==> config.mk <==
export PLATFORM = sky130hd
export DESIGN_NAME = counter_sched
export DESIGN_NICKNAME = d
export VERILOG_FILES = /design/src/rtl/counter_sched.sv
export SDC_FILE = /design/constraint.sdc
export NUM_CORES = 1
export LEC_CHECK = 0
export BUFFER_PORTS_ARGS = -buffer_cell sky130_fd_sc_hd__buf_2
export CAP_MARGIN = 20
export CORE_ASPECT_RATIO = 1.2
export CORE_UTILIZATION = 46
export CTS_CLUSTER_SIZE = 16
export DETAILED_ROUTE_END_ITERATION = 6
export PLACE_DENSITY_LB_ADDON = 0.2
export REMOVE_ABC_BUFFERS = 1
export SLEW_MARGIN = 20
export SYNTH_ARGS = -nofsm -noshare
export SYNTH_HDL_FRONTEND = slang
export SYNTH_SLANG_ARGS = --single-unit
==> constraint.sdc <==
create_clock -name clk_i -period 1.55 [get_ports clk_i]
set_input_delay 0.155 -clock clk_i [delete_from_list [all_inputs] [get_ports clk_i]]
set_output_delay 0.155 -clock clk_i [all_outputs]
set_load 0.02 [all_outputs]
==> src/rtl/counter_sched.sv <==
// Round-robin scheduler that time-shares one external counter between NUM_REQ
// requesters: optional load, then N increments, then a done pulse with the result.
module counter_sched #(
    parameter int NUM_REQ = 2,
    parameter int WIDTH   = 4,
    parameter int STEP_W  = 4
) (
    input  logic                        clk_i,
    input  logic                        rst_i,
    input  logic [NUM_REQ-1:0]          req_valid_i,
    output logic [NUM_REQ-1:0]          req_ready_o,
    input  logic [NUM_REQ-1:0]          req_load_i,
    input  logic [NUM_REQ*WIDTH-1:0]    req_data_i,
    input  logic [NUM_REQ*STEP_W-1:0]   req_steps_i,
    output logic [NUM_REQ-1:0]          done_o,
    output logic [WIDTH-1:0]            result_o,
    output logic                        busy_o,
    output logic [$clog2(NUM_REQ)-1:0]  grant_id_o,
    output logic                        cnt_enable_o,
    output logic                        cnt_load_o,
    output logic [WIDTH-1:0]            cnt_data_o,
    input  logic [WIDTH-1:0]            cnt_count_i
);
    localparam int GW = $clog2(NUM_REQ);

    typedef enum logic [1:0] {IDLE, LOAD, RUN, DONE} state_t;

    state_t             state_reg, state_next;
    logic [WIDTH-1:0]   data_reg;
    logic [STEP_W-1:0]  steps_reg;
    logic [GW-1:0]      grant_id_reg;
    logic [GW-1:0]      last_grant_reg;
    logic [WIDTH-1:0]   result_reg;

    logic [WIDTH-1:0]   data_arr  [NUM_REQ];
    logic [STEP_W-1:0]  steps_arr [NUM_REQ];
    logic               pick_valid;
    logic [GW-1:0]      pick_idx;
    logic [GW-1:0]      cand;
    logic               take;

    generate
        for (genvar gi = 0; gi < NUM_REQ; gi++) begin : g_unpack
            assign data_arr[gi]  = req_data_i[gi*WIDTH +: WIDTH];
            assign steps_arr[gi] = req_steps_i[gi*STEP_W +: STEP_W];
        end
    endgenerate

    // Walk offsets from farthest to nearest so the nearest valid after last_grant wins.
    always_comb begin
        pick_valid = 1'b0;
        pick_idx   = '0;
        cand       = '0;
        for (int off = NUM_REQ; off >= 1; off--) begin
            cand = GW'((int'(last_grant_reg) + off) % NUM_REQ);
            if (req_valid_i[cand]) begin
                pick_valid = 1'b1;
                pick_idx   = cand;
            end
        end
    end

    assign take = (state_reg == IDLE) && pick_valid;

    always_ff @(posedge clk_i) begin
        if (rst_i) begin
            state_reg <= IDLE;
        end else begin
            state_reg <= state_next;
        end
    end

    always_comb begin
        state_next = state_reg;
        case (state_reg)
            IDLE: begin
                if (take) begin
                    if (req_load_i[pick_idx])
                        state_next = LOAD;
                    else if (steps_arr[pick_idx] != '0)
                        state_next = RUN;
                    else
                        state_next = DONE;
                end
            end
            LOAD:    state_next = (steps_reg != '0) ? RUN : DONE;
            RUN:     state_next = (steps_reg == STEP_W'(1)) ? DONE : RUN;
            DONE:    state_next = IDLE;
            default: state_next = IDLE;
        endcase
    end

    always_ff @(posedge clk_i) begin
        if (rst_i) begin
            data_reg       <= '0;
            steps_reg      <= '0;
            grant_id_reg   <= '0;
            last_grant_reg <= GW'(NUM_REQ - 1);
            result_reg     <= '0;
        end else begin
            if (take) begin
                data_reg       <= data_arr[pick_idx];
                steps_reg      <= steps_arr[pick_idx];
                grant_id_reg   <= pick_idx;
                last_grant_reg <= pick_idx;
            end else if (state_reg == RUN) begin
                steps_reg <= steps_reg - STEP_W'(1);
            end
            if (state_reg == DONE) begin
                result_reg <= cnt_count_i;
            end
        end
    end

    // The final count only exists during DONE, so it is forwarded there and held afterwards.
    always_comb begin
        busy_o       = (state_reg != IDLE);
        cnt_enable_o = (state_reg == LOAD) || (state_reg == RUN);
        cnt_load_o   = (state_reg == LOAD);
        cnt_data_o   = (state_reg == LOAD) ? data_reg : '0;
        grant_id_o   = grant_id_reg;
        result_o     = (state_reg == DONE) ? cnt_count_i : result_reg;
        done_o       = '0;
        if (state_reg == DONE) begin
            done_o[grant_id_reg] = 1'b1;
        end
        req_ready_o = '0;
        if (take) begin
            req_ready_o[pick_idx] = 1'b1;
        end
    end

endmodule

-- Word level (Yosys, flattened, before mapping)
Index checks and enable logic that the tools add are counted.
- output and inout port bits: 16
- memories kept: 0
- register bits after elaboration: 16
- input port bits: 26
- RAM bits: 0
- ROM bits: 0
- logic and storage cells: 63
- bits in latches: 0
- reduce and logical (&&, ||, !) cells: 9
- magnitude comparators: 7
- mux-type cells: 32
- div/mod/pow operators: 0
- add/sub/neg operators: 3
- equality and inequality tests: 5
- bitwise operators: 1
- shifts and indexed selects: 0
- multiply operators: 0
- operators by type and width (kind ; count):
    $mux W4 ; 10
    $mux W1 ; 15
    $lt A1 B2 Y1 const B ; 4
    $mux W2 ; 4
    $pmux W2 S4 ; 1
    $reduce_bool A4 Y1 ; 2
    $eq A2 B2 Y1 const B ; 2
    $eq A4 B1 Y1 const B ; 1
    $reduce_bool A2 Y1 ; 2
    $sub A4 B1 Y4 const B ; 1
    $logic_and A1 B1 Y1 ; 3
    $add A1 B1 Y1 const B ; 2
    $demux W1 S1 ; 2
    $eq A2 B1 Y1 const B ; 1
    $ge A1 B1 Y1 const B ; 2
    $ge A2 B2 Y1 const B ; 1
    $logic_not A2 Y1 ; 1
    $ne A2 B2 Y1 const B ; 1
    $not A1 Y2 ; 1
    $logic_or A1 B1 Y1 ; 1

-- Logic depth before layout (Yosys ltp)
Gate-level depths: netlist (run 1).
- word-level depth: 14
- mapped depth: 6
- gate-level depth less buffers: 6

-- Worst setup path after synthesis (run 1)
OpenSTA, ideal clock, no wires.
- path kind: register to register
- start point: register state_reg[0]
- end point: register data_reg[0]
- required time: 1422 ps
- stages on the path, launching flop included: 7
- clock period less this slack: 1504 ps
- library setup time: 128 ps
- slack: 46 ps
- path buffers: 0
- arrival: 1376 ps
- cells stage by stage: dfxtp_1 inv_1 ha_1 o21ai_1 nor2_2 a222oi_1 nor2_1
- longest elaborated chain between the ends: 2
- RTL lines (element ; RTL line ; text):
    from (decl) ; 28 ; state_t state_reg, state_next;
    from (signal assigned) ; 69 ; state_reg <= state_next;
    $logic_not A2 Y1 ; 63 ; assign take = (state_reg == IDLE) && pick_valid;
    $logic_and A1 B1 Y1 ; 63 ;
    to (signal assigned) ; 102 ; data_reg <= data_arr[pick_idx];
    to (decl) ; 29 ; logic [WIDTH-1:0] data_reg;
No other way between the ends.
A chain may end at the register's enable or synchronous reset.

-- Worst setup path in the final report (run 1)
- start point: register state_reg[0]
- end point: output result_o[3]
- longest elaborated chain between the ends: 2
- RTL lines (element ; RTL line ; text):
    $eq A2 B2 Y1 ; 122 ; result_o = (state_reg == DONE) ? cnt_count_i : result_reg;
    $mux W4 ; - ;
    to (decl) ; 16 ; output logic [WIDTH-1:0] result_o,
No other way between the ends.

==> impl_metrics.env, run 1 <==
export IMPL_maxSlewHeadroom_pct=76.1
export IMPL_synthCells=97
export IMPL_portBuffers=41
export IMPL_fp_dieW_um=43.3
export IMPL_ctsRootBufferMaster="clkbuf_4"
export IMPL_dieArea_um2=2230
export IMPL_syn_area_per_cell_um2=9.69
export IMPL_cp_end_kind="primary output"
export IMPL_r2r_slack_ps=130
export IMPL_ioPinCount=42
export IMPL_start_kind="flop"
export IMPL_area_growth_synth_to_final_pct=40.5
export IMPL_drive_gt1_share_pct=49.7
export IMPL_viasPerCell=5.54
export IMPL_hold_start="req_data_i[5]"
export IMPL_detail_route_antenna_nets=0
export IMPL_slowest_stage="dfxtp_4"
export IMPL_post_route_period_util_pct=97.8
export IMPL_drcViolationCount=0
export IMPL_hold_class="primary input to flop"
export IMPL_clockBufferDepth=2
export IMPL_num_rows=17
export IMPL_rr_worst_depth=6
export IMPL_min_path_cells=3
export IMPL_ys_async_sr_fraction_pct=0
export IMPL_yosysUniqueCellTypes=28
export IMPL_fp_dieH_um=51.5
export IMPL_grt_pass1_wl_um=3420
export IMPL_synth_edff_count=0
export IMPL_coreArea_um2=1870
export IMPL_slowest_delay_ps=400
export IMPL_path_cells="ha_4, mux2_4, buf_4"
export IMPL_antenna_found_initial=0
export IMPL_clock_latency_ps=300
export IMPL_grt_max_degree=13
export IMPL_synthesis_area_um2=940
export IMPL_avgRoutedWirePerCell_um=13.9
export IMPL_cts_made_buffers=3
export IMPL_cts_hold_buf=0
export IMPL_seq_area_frac_synth_pct=34.1
export IMPL_num_antenna_cells=0
export IMPL_hpwl_um=1580
export IMPL_cts_htree_levels=1
export IMPL_overflow=0
export IMPL_hold_violations=0
export IMPL_irDropWorstVdd_mv=0.628
export IMPL_max_freq_ghz=0.659
export IMPL_min_to="data_reg[1]"
export IMPL_leakagePower_uw=0.000637
export IMPL_worst_pin_slew_ps=358
export IMPL_ys_warnings_count=0
export IMPL_fin_skew_ps=6.43
export IMPL_drtPass1Iterations=6
export IMPL_rsz0062_at_grt="true"
export IMPL_vias=908
export IMPL_cp_required_ps=1390
export IMPL_place_congestion=0.757
export IMPL_worst_r2r_startpoint="state_reg[1]"
export IMPL_cts_sinks=16
export IMPL_fin_nets=180
export IMPL_placedCellCount=157
export IMPL_drt_iter0_markers=40
export IMPL_period_minus_slack_ps=1520
export IMPL_arrival_ps=1360
export IMPL_synth_seq_cells=16
export IMPL_power_density_nw_per_um2=1180
export IMPL_r2r_end="steps_reg[3]"
export IMPL_cap_violations=0
export IMPL_fillCellCount=150
export IMPL_wirelength_um=2280
export IMPL_grt_use_total_pct=20.4
export IMPL_worstSetupPathType="flop to primary output"
export IMPL_tns_ps=0
export IMPL_cp_max_fo=5
export IMPL_whs_ps=95.7
export IMPL_finalSetupViolCount=0
export IMPL_clk_pin_slew_ps=100
export IMPL_synthFlopType="dfxtp_1"
export IMPL_drv_slew=0
export IMPL_cts_tree="done"
export IMPL_status="finished clean"
export IMPL_grt_pass1_vias=817
export IMPL_initial_core_util_pct=50.2
export IMPL_finalNonFillerCells=164
## power by group
group | internal [uW] | switching [uW] | leakage, uW | total [uW]
clock network | 143 | 141 | 0.0000210 | 284
logic | 341 | 376 | 0.000483 | 717
registers | 488 | 74.7 | 0.000133 | 563
total | 973 | 591 | 0.000637 | 1560
## final cells by class
class	count	area (um^2)	area share [%]
timing repair buffer	47	279	21.1
inverter	7	28.8	2.18
multi-input combinational	71	624	47.3
sequential	16	328	24.8
tap	19	23.8	1.80
clock buffer	4	36.3	2.75
## what timing repair did
action | CTS | global route
pin swaps | 1 | 4
setup buffers | 1 | 2
gates resized for setup | 4 | 22
endpoints found under the setup margin | 9 | 17
## per-stage QoR
step / instance area (um^2) / setup slack (ps) / total power (uW) / util, %
final: 1320 / 33.6 / 1560 / 70.5
after global routing: 1320 / -7.57 / 1670 / 70.5
after CTS: 1240 / 2.11 / 1490 / 66.0
after detailed placement: 1180 / 91.3 / 1180 / 62.9
after global placement: 1180 / 157 / 1160 / 62.9
after floorplan: 913 / -60.0 / 980 / -
## logic make-up (layout without fill, tap and decap cells)
| logic type | count (synthesis) | count (layout) | synth area share, % |
|---|---|---|---|
| AOI/OAI and AO/OA | 18 | 18 | 15.8 |
| xor gates and xnor gates | 3 | 3 | 2.80 |
| muxes | 10 | 10 | 11.2 |
| DFF | 16 | 16 | 34.1 |
| adders and majority gates | 8 | 8 | 10.7 |
| and+or+nand+nor | 32 | 32 | 19.8 |
| buffers and inverters | 10 | 58 | 5.59 |
## routing by layer
| layer | GRT usage [%] | vias to the layer above | part of all wire, % |
|---|---|---|---|
| met5 | 0 | - | 0 |
| met4 | 10.1 | 0 | 1.6 |
| met3 | 3.47 | 5 | 6.0 |
| met2 | 35.8 | 45 | 51 |
| met1 | 23.5 | 417 | 41 |
| li1 | - | 441 | - |
## cells in the mapped netlist, types with 2 or more instances
| master | count | share of area, % |
|---|---|---|
| xor2_1 | 2 | 1.9 |
| mux2i_1 | 6 | 6.4 |
| a222oi_1 | 4 | 4.3 |
| and2_1 | 9 | 6.0 |
| ha_1 | 8 | 11 |
| inv_1 | 7 | 2.8 |
| nor2_2 | 2 | 1.3 |
| nor4_1 | 2 | 1.3 |
| a211oi_1 | 5 | 4.0 |
| buf_6 | 2 | 2.4 |
| a21oi_1 | 2 | 1.1 |
| nor2_1 | 13 | 5.2 |
| dfxtp_1 | 16 | 34 |
| mux2_2 | 4 | 4.8 |
| nand2_1 | 2 | 0.80 |
## cells in the final DEF (no fill, tap or decap), types with 2 or more instances in the layout
cell and count:
nand2_1 2, a211oi_2 2, nor4_1 2, mux2_4 4
ha_1 4, a222oi_1 4, and2_1 9, a21oi_1 2
ha_4 2, ha_2 2, mux2i_1 6, nor2_2 2
dfxtp_1 14, a211oi_1 4, buf_4 9, inv_1 5
buf_2 36, nor2_1 13, clkbuf_4 3, dfxtp_4 2
xor2_1 2
## how the worst max path moves through the flow
stage	endpoint	slack (ps)	depth (start not counted)	startpoint
floorplan	data_reg[0]	-60	4	last_grant_reg
global placement	state_reg[0]	160	5	state_reg[1]
detailed placement	data_reg[1]	90	6	state_reg[1]
CTS	req_ready_o[1]	2	4	last_grant_reg
global route	result_o[3]	-8	3	state_reg[0]
finish	result_o[3]	30	3	state_reg[0]
## worst max-delay path: cells and delay by family (launching register included)
kind,cells,cell delay [ps]
flops,1,400
mux,1,320
fa+ha+maj,1,190
buf+inv,1,160
No activity file was read; power rests on OpenSTA's default activity.
==> inputs of run 2 (changes only) <==
Settings changed: BUFFER_PORTS_ARGS -buffer_cell sky130_fd_sc_hd__buf_2 to unset, CORE_UTILIZATION 46 to 60, CTS_BUF_LIST set to sky130_fd_sc_hd__clkbuf_8, DONT_BUFFER_PORTS set to 1, PLACE_DENSITY set to 0.83, PLACE_DENSITY_LB_ADDON 0.2 to unset.
==> impl_metrics.env, run 2 (synthesized netlist as in run 1, its figures left out) <==
export IMPL_post_route_period_util_pct=96.7
export IMPL_cts_sinks=16
export IMPL_cts_tree="done"
export IMPL_final_cell_mix="dfxtp_1 (14), nor2_1 (13), inv_1 (7), buf_4 (7)"
export IMPL_irDropWorstVdd_mv=0.727
export IMPL_ioPinCount=42
export IMPL_fp_dieW_um=38.1
export IMPL_fillCellCount=95
export IMPL_cp_max_fo=5
export IMPL_hold_class="primary input to flop"
export IMPL_overflow=0
export IMPL_clock_latency_ps=250
export IMPL_maxSlewHeadroom_pct=73.3
export IMPL_vias=750
export IMPL_drt_iter0_markers=25
export IMPL_start_kind="flop"
export IMPL_status="finished clean"
export IMPL_max_freq_ghz=0.667
export IMPL_initial_core_util_pct=65.0
export IMPL_total_power_uw=1540
export IMPL_arrival_ps=1340
export IMPL_dieArea_um2=1730
export IMPL_path_cells="inv_1, ha_1, buf_4, and2_2"
export IMPL_fp_dieH_um=45.4
export IMPL_grt_max_degree=12
export IMPL_antenna_found_initial=0
export IMPL_drcViolationCount=0
export IMPL_place_congestion=0.767
export IMPL_hpwl_um=1450
export IMPL_wirelength_um=1960
export IMPL_fin_skew_ps=4.65
export IMPL_finalSetupViolCount=0
export IMPL_cp_num_buf_inv=2
export IMPL_clk_pin_slew_ps=60
export IMPL_grt_use_total_pct=23.5
export IMPL_worstSetupPathType="flop to primary output"
export IMPL_cts_htree_levels=1
export IMPL_drive_gt1_share_pct=29.0
export IMPL_detail_route_antenna_nets=0
export IMPL_area_growth_synth_to_final_pct=15.8
export IMPL_num_antenna_cells=0
export IMPL_multi_input_area_um2=581
export IMPL_regArea_um2=323
export IMPL_ctsRootBufferMaster="clkbuf_8"
export IMPL_fin_ws_ps=51.3
export IMPL_rsz0062_at_grt="true"
export IMPL_viasPerCell=6.05
export IMPL_leakagePower_uw=0.000472
export IMPL_cp_top_family="flip-flops"
export IMPL_pre_cts_ws_ps=88.4
export IMPL_final_common_cell="dfxtp_1"
export IMPL_fin_nets=142
export IMPL_slowest_stage="dfxtp_2"
export IMPL_clockBufferDepth=2
export IMPL_drtPass1Iterations=4
export IMPL_slowest_delay_ps=360
export IMPL_worst_pin_slew_ps=398
export IMPL_power_density_nw_per_um2=1420
export IMPL_hold_violations=0
export IMPL_drv_slew=0
export IMPL_avgRoutedWirePerCell_um=15.8
export IMPL_grt_pass1_vias=705
export IMPL_coreArea_um2=1450
export IMPL_cap_violations=0
export IMPL_cts_made_buffers=3
export IMPL_cp_end_kind="primary output"
export IMPL_num_rows=15
export IMPL_period_minus_slack_ps=1500
export IMPL_portBuffers=0
export IMPL_tns_ps=0
export IMPL_cp_required_ps=1390
export IMPL_grt_pass1_wl_um=2840
-- run 2: changes by cell type in the layout (fill, tap and decap cells not counted), sizes merged --
cell | before | now
buf | 47 | 8
dlygate4sd3 | 0 | 1
-- run 2: stage by stage --
step | cell area, um^2 | utilization, % | cells | hold slack [ps]
after global placement | 1000 | 69.2 | 118 | 229
after detailed placement | 1000 | 69.2 | 118 | 231
after global routing | 1090 | 75.3 | 124 | 67.3
after floorplan | 913 | - | 94 | 227
after CTS | 1070 | 74.2 | 124 | 64.7
final | 1090 | 75.3 | 124 | 65.8
-- run 2: worst paths after layout --
| kind | from | to | slack, ps | cells after the start |
|---|---|---|---|---|
| min reg2reg | last_grant_reg | last_grant_reg | 480 | 1 |
| min | req_data_i[7] | data_reg[3] | 70 | 2 |
| max reg2reg | state_reg[0] | data_reg[1] | 80 | 6 |
| max | state_reg[1] | cnt_data_o[1] | 50 | 4 |
-- run 2: worst reg2reg max path: cells and delay by family (launching register included) --
family                     cells  cell delay [ps]
AOI/OAI and AO/OA              2              420
DFF                            1              340
buffers and inverters          2              280
adders and majority gates      1              230
and+or+nand+nor                1               80
-- run 2: cell type report --
| class | count | share of cell area [%] |
|---|---|---|
| clock buffers | 4 | 5.06 |
| inverters | 7 | 2.41 |
| multi-input cells | 71 | 53.3 |
| flip-flops and latches | 16 | 29.7 |
| well taps | 17 | 1.95 |
| repair buffers | 9 | 7.59 |
-- run 2: what timing repair did --
item,4_1_cts,5_1_grt
hold buffers,1,0
setup buffers,1,0
cloned,0,0
setup endpoints to repair,1,14
gates resized for setup,0,9
pin swaps,1,1
hold endpoints to repair,11,0
-- run 2: per-layer routing --
layer  share of wire [%]  vias to the layer above  GRT usage [%]  routed length [um]
met1                  39                      341           25.7                 770
li1                    -                      368              -                   -
met2                  52                       36           43.4                1020
met4                 2.5                        0           10.7                  48
met3                 6.0                        5           2.96                 118
met5                   0                        -              0                   0
-- run 2: report_power, final --
group / internal (uW) / total [uW] / leakage [uW] / switching (uW)
Combinational: 277 / 619 / 0.000311 / 342
Clock: 226 / 369 / 0.0000288 / 143
Sequential: 486 / 557 / 0.000132 / 70.7
